**src/rtl/rmt_tx_deparser_if.sv**
```systemverilog
// AXI-Stream bundle used on both sides of rmt_tx_deparser.
// master drives the payload and valid, slave drives tready.
interface rmt_tx_deparser_if #(
    parameter int DATA_WIDTH = 512,
    parameter int KEEP_WIDTH = DATA_WIDTH / 8,
    parameter int USER_WIDTH = 8
);
    logic [DATA_WIDTH-1:0] tdata;
    logic [KEEP_WIDTH-1:0] tkeep;
    logic                  tvalid;
    logic                  tready;
    logic                  tlast;
    logic [USER_WIDTH-1:0] tuser;

    modport master (output tdata, output tkeep, output tvalid, output tlast, output tuser, input tready);
    modport slave  (input tdata, input tkeep, input tvalid, input tlast, input tuser, output tready);
endinterface

```
**src/rtl/rmt_tx_deparser.sv**
```systemverilog
// rmt_tx_deparser: turns a function-unit response frame into a reply frame
// toward MAC TX. The first beat has MAC/IPv4/UDP source and destination
// swapped, the UDP checksum cleared and the response tag written. Frames
// with a bad EtherType/delimiter or a short first beat are dropped.
// Optional feature macro: RMT_TX_STATS_EN enables the frame/drop counters;
// without it both counters read zero.
module rmt_tx_deparser #(
    parameter int DATA_WIDTH = 512,
    parameter int KEEP_WIDTH = DATA_WIDTH / 8,
    parameter int USER_WIDTH = 8
) (
    input  logic                 clk,
    input  logic                 rst,
    rmt_tx_deparser_if.slave     s_axis,
    input  logic [15:0]          s_axis_tid,
    rmt_tx_deparser_if.master    m_axis,
    output logic [31:0]          stat_frames,
    output logic [31:0]          stat_drops
);

    typedef enum logic [1:0] {
        ST_IDLE = 2'd0,
        ST_FWD  = 2'd1,
        ST_DROP = 2'd2
    } state_t;

    state_t                state_reg;
    logic                  m_valid_reg;
    logic                  m_last_reg;
    logic [DATA_WIDTH-1:0] m_data_reg;
    logic [KEEP_WIDTH-1:0] m_keep_reg;
    logic [USER_WIDTH-1:0] m_user_reg;

    logic                  s_ready;
    logic                  s_accept;
    logic                  first_ok;
    logic [15:0]           tid_flag;
    wire  [DATA_WIDTH-1:0] rw_data;

    // Source byte for each output byte of a rewritten first beat:
    // MAC, IPv4 address and UDP port pairs trade places.
    function automatic int src_byte(input int b);
        if (b <= 5)                 return b + 6;
        else if (b <= 11)           return b - 6;
        else if (b >= 26 && b <= 29) return b + 4;
        else if (b >= 30 && b <= 33) return b - 4;
        else if (b >= 34 && b <= 35) return b + 2;
        else if (b >= 36 && b <= 37) return b - 2;
        else                         return b;
    endfunction

    // DROP sinks everything; otherwise accept only when the output slot frees up.
    assign s_ready  = !rst && ((state_reg == ST_DROP) || !m_valid_reg || m_axis.tready);
    assign s_accept = s_axis.tvalid && s_ready;

    // Header sanity: IPv4 EtherType, RMT delimiter, and all header bytes present.
    assign first_ok = (s_axis.tdata[12*8 +: 16] == 16'h0008) &&
                      (s_axis.tdata[42*8 +: 16] == 16'hF0E1) &&
                      (&s_axis.tkeep[45:0]);

    assign tid_flag = s_axis_tid | 16'h8000;

    // Per-byte rewrite of the first beat.
    genvar gi;
    generate
        for (gi = 0; gi < KEEP_WIDTH; gi++) begin : g_rw
            if (gi == 40 || gi == 41) begin : g_csum
                assign rw_data[gi*8 +: 8] = 8'h00;
            end else if (gi == 44) begin : g_flag_lo
                assign rw_data[gi*8 +: 8] = tid_flag[7:0];
            end else if (gi == 45) begin : g_flag_hi
                assign rw_data[gi*8 +: 8] = tid_flag[15:8];
            end else begin : g_copy
                localparam int SRC = src_byte(gi);
                assign rw_data[gi*8 +: 8] = s_axis.tdata[SRC*8 +: 8];
            end
        end
    endgenerate

    // Frame FSM plus the single output register stage.
    always_ff @(posedge clk) begin
        if (rst) begin
            state_reg   <= ST_IDLE;
            m_valid_reg <= 1'b0;
            m_last_reg  <= 1'b0;
            m_data_reg  <= '0;
            m_keep_reg  <= '0;
            m_user_reg  <= '0;
        end else begin
            if (m_valid_reg && m_axis.tready) begin
                m_valid_reg <= 1'b0;
            end
            if (s_accept) begin
                case (state_reg)
                    ST_IDLE: begin
                        if (first_ok) begin
                            m_data_reg  <= rw_data;
                            m_keep_reg  <= s_axis.tkeep;
                            m_user_reg  <= s_axis.tuser;
                            m_last_reg  <= s_axis.tlast;
                            m_valid_reg <= 1'b1;
                            if (!s_axis.tlast) begin
                                state_reg <= ST_FWD;
                            end
                        end else if (!s_axis.tlast) begin
                            state_reg <= ST_DROP;
                        end
                    end
                    ST_FWD: begin
                        m_data_reg  <= s_axis.tdata;
                        m_keep_reg  <= s_axis.tkeep;
                        m_user_reg  <= s_axis.tuser;
                        m_last_reg  <= s_axis.tlast;
                        m_valid_reg <= 1'b1;
                        if (s_axis.tlast) begin
                            state_reg <= ST_IDLE;
                        end
                    end
                    ST_DROP: begin
                        if (s_axis.tlast) begin
                            state_reg <= ST_IDLE;
                        end
                    end
                    default: state_reg <= ST_IDLE;
                endcase
            end
        end
    end

    assign s_axis.tready = s_ready;
    assign m_axis.tvalid = m_valid_reg;
    assign m_axis.tlast  = m_last_reg;
    assign m_axis.tdata  = m_data_reg;
    assign m_axis.tkeep  = m_keep_reg;
    assign m_axis.tuser  = m_user_reg;

`ifdef RMT_TX_STATS_EN
    logic [31:0] stat_frames_reg;
    logic [31:0] stat_drops_reg;
    logic        drop_evt;
    logic        frame_evt;

    assign drop_evt  = s_accept && (state_reg == ST_IDLE) && !first_ok;
    assign frame_evt = m_valid_reg && m_axis.tready && m_last_reg;

    // Saturating frame and drop counters.
    always_ff @(posedge clk) begin
        if (rst) begin
            stat_frames_reg <= 32'd0;
            stat_drops_reg  <= 32'd0;
        end else begin
            if (frame_evt && (stat_frames_reg != 32'hFFFF_FFFF)) begin
                stat_frames_reg <= stat_frames_reg + 32'd1;
            end
            if (drop_evt && (stat_drops_reg != 32'hFFFF_FFFF)) begin
                stat_drops_reg <= stat_drops_reg + 32'd1;
            end
        end
    end

    assign stat_frames = stat_frames_reg;
    assign stat_drops  = stat_drops_reg;
`else
    assign stat_frames = 32'd0;
    assign stat_drops  = 32'd0;
`endif

endmodule

```
**src/flat_wrapper.sv**
```systemverilog
// flat-port wrapper written by rule: the top's interface ports become plain ports
module rmt_tx_deparser_flat 
#(
    parameter int DATA_WIDTH = 512,
    parameter int KEEP_WIDTH = DATA_WIDTH / 8,
    parameter int USER_WIDTH = 8
)
  (clk, rst, s_axis_tid, stat_frames, stat_drops, s_axis_tdata, s_axis_tkeep, s_axis_tvalid, s_axis_tlast, s_axis_tuser, s_axis_tready, m_axis_tdata, m_axis_tkeep, m_axis_tvalid, m_axis_tlast, m_axis_tuser, m_axis_tready);
  rmt_tx_deparser_if #(.DATA_WIDTH(DATA_WIDTH), .KEEP_WIDTH(KEEP_WIDTH), .USER_WIDTH(USER_WIDTH)) s_axis_i ();
  rmt_tx_deparser_if #(.DATA_WIDTH(DATA_WIDTH), .KEEP_WIDTH(KEEP_WIDTH), .USER_WIDTH(USER_WIDTH)) m_axis_i ();
  input  logic clk;
  input  logic rst;
  input  logic [15:0] s_axis_tid;
  output logic [31:0] stat_frames;
  output logic [31:0] stat_drops;
  input wire logic [$bits(s_axis_i.tdata)-1:0] s_axis_tdata;
  input wire logic [$bits(s_axis_i.tkeep)-1:0] s_axis_tkeep;
  input wire logic [$bits(s_axis_i.tvalid)-1:0] s_axis_tvalid;
  input wire logic [$bits(s_axis_i.tlast)-1:0] s_axis_tlast;
  input wire logic [$bits(s_axis_i.tuser)-1:0] s_axis_tuser;
  output wire logic [$bits(s_axis_i.tready)-1:0] s_axis_tready;
  output wire logic [$bits(m_axis_i.tdata)-1:0] m_axis_tdata;
  output wire logic [$bits(m_axis_i.tkeep)-1:0] m_axis_tkeep;
  output wire logic [$bits(m_axis_i.tvalid)-1:0] m_axis_tvalid;
  output wire logic [$bits(m_axis_i.tlast)-1:0] m_axis_tlast;
  output wire logic [$bits(m_axis_i.tuser)-1:0] m_axis_tuser;
  input wire logic [$bits(m_axis_i.tready)-1:0] m_axis_tready;
  assign s_axis_i.tdata = s_axis_tdata;
  assign s_axis_i.tkeep = s_axis_tkeep;
  assign s_axis_i.tvalid = s_axis_tvalid;
  assign s_axis_i.tlast = s_axis_tlast;
  assign s_axis_i.tuser = s_axis_tuser;
  assign s_axis_tready = s_axis_i.tready;
  assign m_axis_tdata = m_axis_i.tdata;
  assign m_axis_tkeep = m_axis_i.tkeep;
  assign m_axis_tvalid = m_axis_i.tvalid;
  assign m_axis_tlast = m_axis_i.tlast;
  assign m_axis_tuser = m_axis_i.tuser;
  assign m_axis_i.tready = m_axis_tready;
  rmt_tx_deparser #(.DATA_WIDTH(DATA_WIDTH), .KEEP_WIDTH(KEEP_WIDTH), .USER_WIDTH(USER_WIDTH)) u_core (.clk(clk), .rst(rst), .s_axis(s_axis_i), .s_axis_tid(s_axis_tid), .m_axis(m_axis_i), .stat_frames(stat_frames), .stat_drops(stat_drops));
endmodule
```
**config.mk**
```make
export PLATFORM = sky130hd
export DESIGN_NAME = rmt_tx_deparser_flat
export DESIGN_NICKNAME = d
export VERILOG_FILES = /design/src/rtl/rmt_tx_deparser_if.sv /design/src/rtl/rmt_tx_deparser.sv /design/src/flat_wrapper.sv
export SDC_FILE = /design/constraint.sdc
export NUM_CORES = 1
export LEC_CHECK = 0
export ABC_AREA = 1
export CAP_MARGIN = 30
export CORE_AREA = 8 8 484 486
export DETAILED_ROUTE_END_ITERATION = 8
export DIE_AREA = 0 0 492 494
export PLACE_DENSITY_LB_ADDON = 0.25
export SETUP_SLACK_MARGIN = 0.4
export SLEW_MARGIN = 20
export SYNTH_ARGS = -nofsm -noshare
export SYNTH_HDL_FRONTEND = slang
export SYNTH_SLANG_ARGS = --single-unit
```
**constraint.sdc**
```tcl
create_clock -name clk -period 2.13 [get_ports clk]
set_input_delay 0.426 -clock clk [delete_from_list [all_inputs] [get_ports clk]]
set_output_delay 0.426 -clock clk [all_outputs]
set_load 0.01 [all_outputs]
```
==> results.md <==
* Setup TNS at -36.32 ns
* Total number of vias at roughly 31000
* Die W at 492 um
* Initial DRC Count at 1480
* CTS root buf: clkbuf_16
* CP top delay family: buffers and inverters
* Seq/Total Area, Yosys at between 40% and 50%
* Max Cap Viol at 0
* Skew final at 0.03396 ns
* Initial DRT Pass Iterations at 5
* Reg2reg setup slack at -0.15 ns
* Largest net degree at the start of global routing at 160
* Gpl congestion at around 0.8
* Outcome: complete, but fails checks
* Pwr dens at 633.5 nW/um^2
* Grt ovf at 0
* CP startpoint kind: register
* Maximum vdd drop at 0.5608 mV
* Critical path's most frequent cell: buf_6
* Leakage power at ~24 nW
* Remaining DRCs at 0
* Starting Density at 12.06%
* Hold Path Origin: s_axis_tkeep[38]
* Slowest cell delay on critical path at 0.32 ns
* Most frequent cells in the layout: 1215 x nand2_1, 1095 x clkdlybuf4s50_1, 1000 x nor2_1
* Num rows at 175
* Port buffer count at 1190
* Slew HR at 13.12%
* Core box area at 226400 um^2
* DP Cell Count at approximately 8600
* Final Critical Period at around 2.3 ns
* Clock H-tree levels at 3
* CP required at 2.79 ns
* GRT Overall Usage at approximately 14%
* Worst EP arrival at 2.93 ns
* Worst hold path cell count at 3
* Ratio of cells with drive above 1 in the final layout at about 17%
* Final Hold Violating Endpoints at 0
* Largest register FFs at between 500 and 600
* WHS Endpoint: u_core.m_axis.tkeep[38]$_SDFFE_PP0P_
* Layout Area Growth over Synthesis at 93.87%
* Die height at 494 um
* Cells after synthesis at 4464
* Num ports at 1256
* Setup crit end kind: register
* Reg clk slew, reported paths at 0.06 ns
* Final Cycle Share at 106.8%
* Synth Area per Inst at a little over 6 um^2
* Post-synthesis simple-gate area fraction at between 30% and 40%
* Flop and latch count out of synthesis at 588
* Final non-filler cell total at 8985
* Yosys warns at 0
* RSZ-0062 raised after global routing: true
* R2r worst-path depth at 17
* Final setup violation count at between 500 and 600
* Mapped cell area at 27290 um^2
* Dpl hpwl at 132.4 mm
* Worst-skew pair later-pin latency at just over 0.7 ns
* Crit Path Class: register to register
* FMAX at 439.5 MHz
* Worst hold path class: primary input to register
* Multiplexer share of the synthesized area at 0%
* Crit path cell chain: inv_2 -> buf_4 -> buf_4 -> ha_4 -> inv_2 -> buf_6 -> o21bai_4 -> buf_4 -> buf_6 -> buf_6 -> buf_12 -> buf_16 -> buf_6 -> buf_12 -> nand3_1 -> nand2_1 -> nor2_1
* Main combinational cell family by area after synthesis: simple AND/OR/NAND/NOR gates
* Worst-Margin Slew at 1.303 ns
* Total Wirelength at roughly 180 mm
* Maximum fanout along the worst path at 7
* Final worst slack at -0.1451 ns
* Failing checks: setup timing
* Crit path buf inv count at 12
* Via density at 3.479
* Initial antenna violation count at between 90 and 100
* Num CTS Buffers at 83
* Synth Area in Adders at 0.1375%
* First-pass GRT wire length at 243.2 mm
* Yosys cell types at 18
* Critical R2R Launch: u_core.state_reg[0]$_SDFFE_PP0P_
* Max Buffers Root-to-Sink at 3
* CTS tree: built
* Nets at 6499
* Compound-Gate Fraction of Synth Area at 4.350%
* Die Area at 243000 um^2
* Slowest library cell on the worst path: dfxtp_2
* Vias in the first global route at 30522
* Commonest non-fill, non-tap cell in the layout: nand2_1
* Slew Viols, Final at 0
* Clock tree sinks at 588
* DR WL/cell at 20.44 um
* R2r endpoint: u_core.m_axis.tdata[333]$_SDFFE_PP0P_
* Final ANT Viol Nets at 0
* Post-Synth XOR/XNOR Area at 0%
## power by group
| part | switching [mW] | internal (mW) |
|---|---|---|
| sequential | 0.312 | 11.5 |
| clock | 6.01 | 8.67 |
| combinational | 3.43 | 3.59 |
| total | 9.75 | 23.8 |
## through the flow
step	power, mW	hold WS (ns)	area (um^2)	util [%]	setup WS [ns]
2_1_floorplan	14.21	0.4951	27560	-	0.3889
3_3_place_gp	17.64	0.4628	43600	19.26	-1.725
3_5_place_dp	17.65	0.4727	43600	19.26	-1.722
4_1_cts	33.77	0.001840	50050	22.11	-0.2354
5_1_grt	35.23	0.07406	52880	23.36	-0.2734
6_report	33.53	0.1188	52920	23.37	-0.1451
## worst max path at each step
| stage | from | to | slack, ns | cells after the start |
|---|---|---|---|---|
| 4_1_cts | u_core.state_reg[0]$_SDFFE_PP0P_ | s_axis_tready | -0.24 | 7 |
| 3_5_place_dp | s_axis_tkeep[9] | u_core.m_axis.tdata[96]$_SDFFE_PP0P_ | -1.72 | 13 |
| 5_1_grt | u_core.state_reg[0]$_SDFFE_PP0P_ | u_core.m_axis.tdata[0]$_SDFFE_PP0P_ | -0.27 | 15 |
| 2_1_floorplan | u_core.state_reg[0]$_SDFFE_PP0P_ | u_core.m_axis.tdata[279]$_SDFFE_PP0P_ | 0.39 | 12 |
| 3_3_place_gp | s_axis_tkeep[9] | u_core.m_axis.tdata[96]$_SDFFE_PP0P_ | -1.72 | 13 |
| 6_report | u_core.state_reg[0]$_SDFFE_PP0P_ | u_core.m_axis.tdata[333]$_SDFFE_PP0P_ | -0.15 | 17 |
## cell type report
type | instances | area (um^2)
sequential | 588 | 11790
antenna | 29 | 72.57
tap | 3009 | 3765
inverter | 678 | 2560
fill | 25125 | 173500
clock buffer | 120 | 2387
timing repair buffer | 1592 | 18580
multi-input combinational | 2948 | 13340
clock inverter | 21 | 419.2
## worst reg2reg max path, delay by kind of cell (launching register included)
| kind | cells | cell delay, ns |
|---|---|---|
| fa+ha+maj | 1 | 0.12 |
| simple gates | 3 | 0.26 |
| flops | 1 | 0.32 |
| buf+inv | 12 | 1.35 |
| compound gates | 1 | 0.19 |
## logic make-up after synthesis
group,after synthesis
fa+ha+maj,3
buf+inv,992
compound gates,236
other cells,1
flops,588
simple gates,2644
## timing repair
action,4_1_cts,5_1_grt
hold buffers,3,0
buffers inserted,62,18
gates cloned,67,40
gates resized for setup,508,513
pin swaps,43,152
endpoints found under the setup margin,1175,1167
hold endpoints to repair,3,0
## cells in the mapped netlist
library cell / count / area, um^2
o21bai_2: 1 / 11.26
dfxtp_1: 588 / 11770
clkbuf_1: 96 / 360.4
inv_1: 678 / 2545
buf_1: 21 / 78.83
nand3_2: 1 / 10.01
buf_4: 74 / 555.5
nor2_1: 1163 / 4365
buf_2: 99 / 495.5
nand2_1: 1439 / 5401
nand3_1: 39 / 195.2
conb_1: 1 / 3.750
a21oi_1: 40 / 200.2
buf_6: 24 / 270.3
or2_1: 1 / 6.260
nand2_4: 1 / 11.26
o21ai_0: 195 / 975.9
ha_1: 3 / 37.54
## per-layer routing
layer / up-vias / GRT usage [%] / part of all wire, %
met3: 285 / 7.199 / 11
met1: 13980 / 15.65 / 40
met2: 1172 / 23.09 / 45
met5: - / 0 / 0.28
li1: 15741 / - / -
met4: 80 / 4.881 / 3.1
Power figures use the tool's default switching activity.
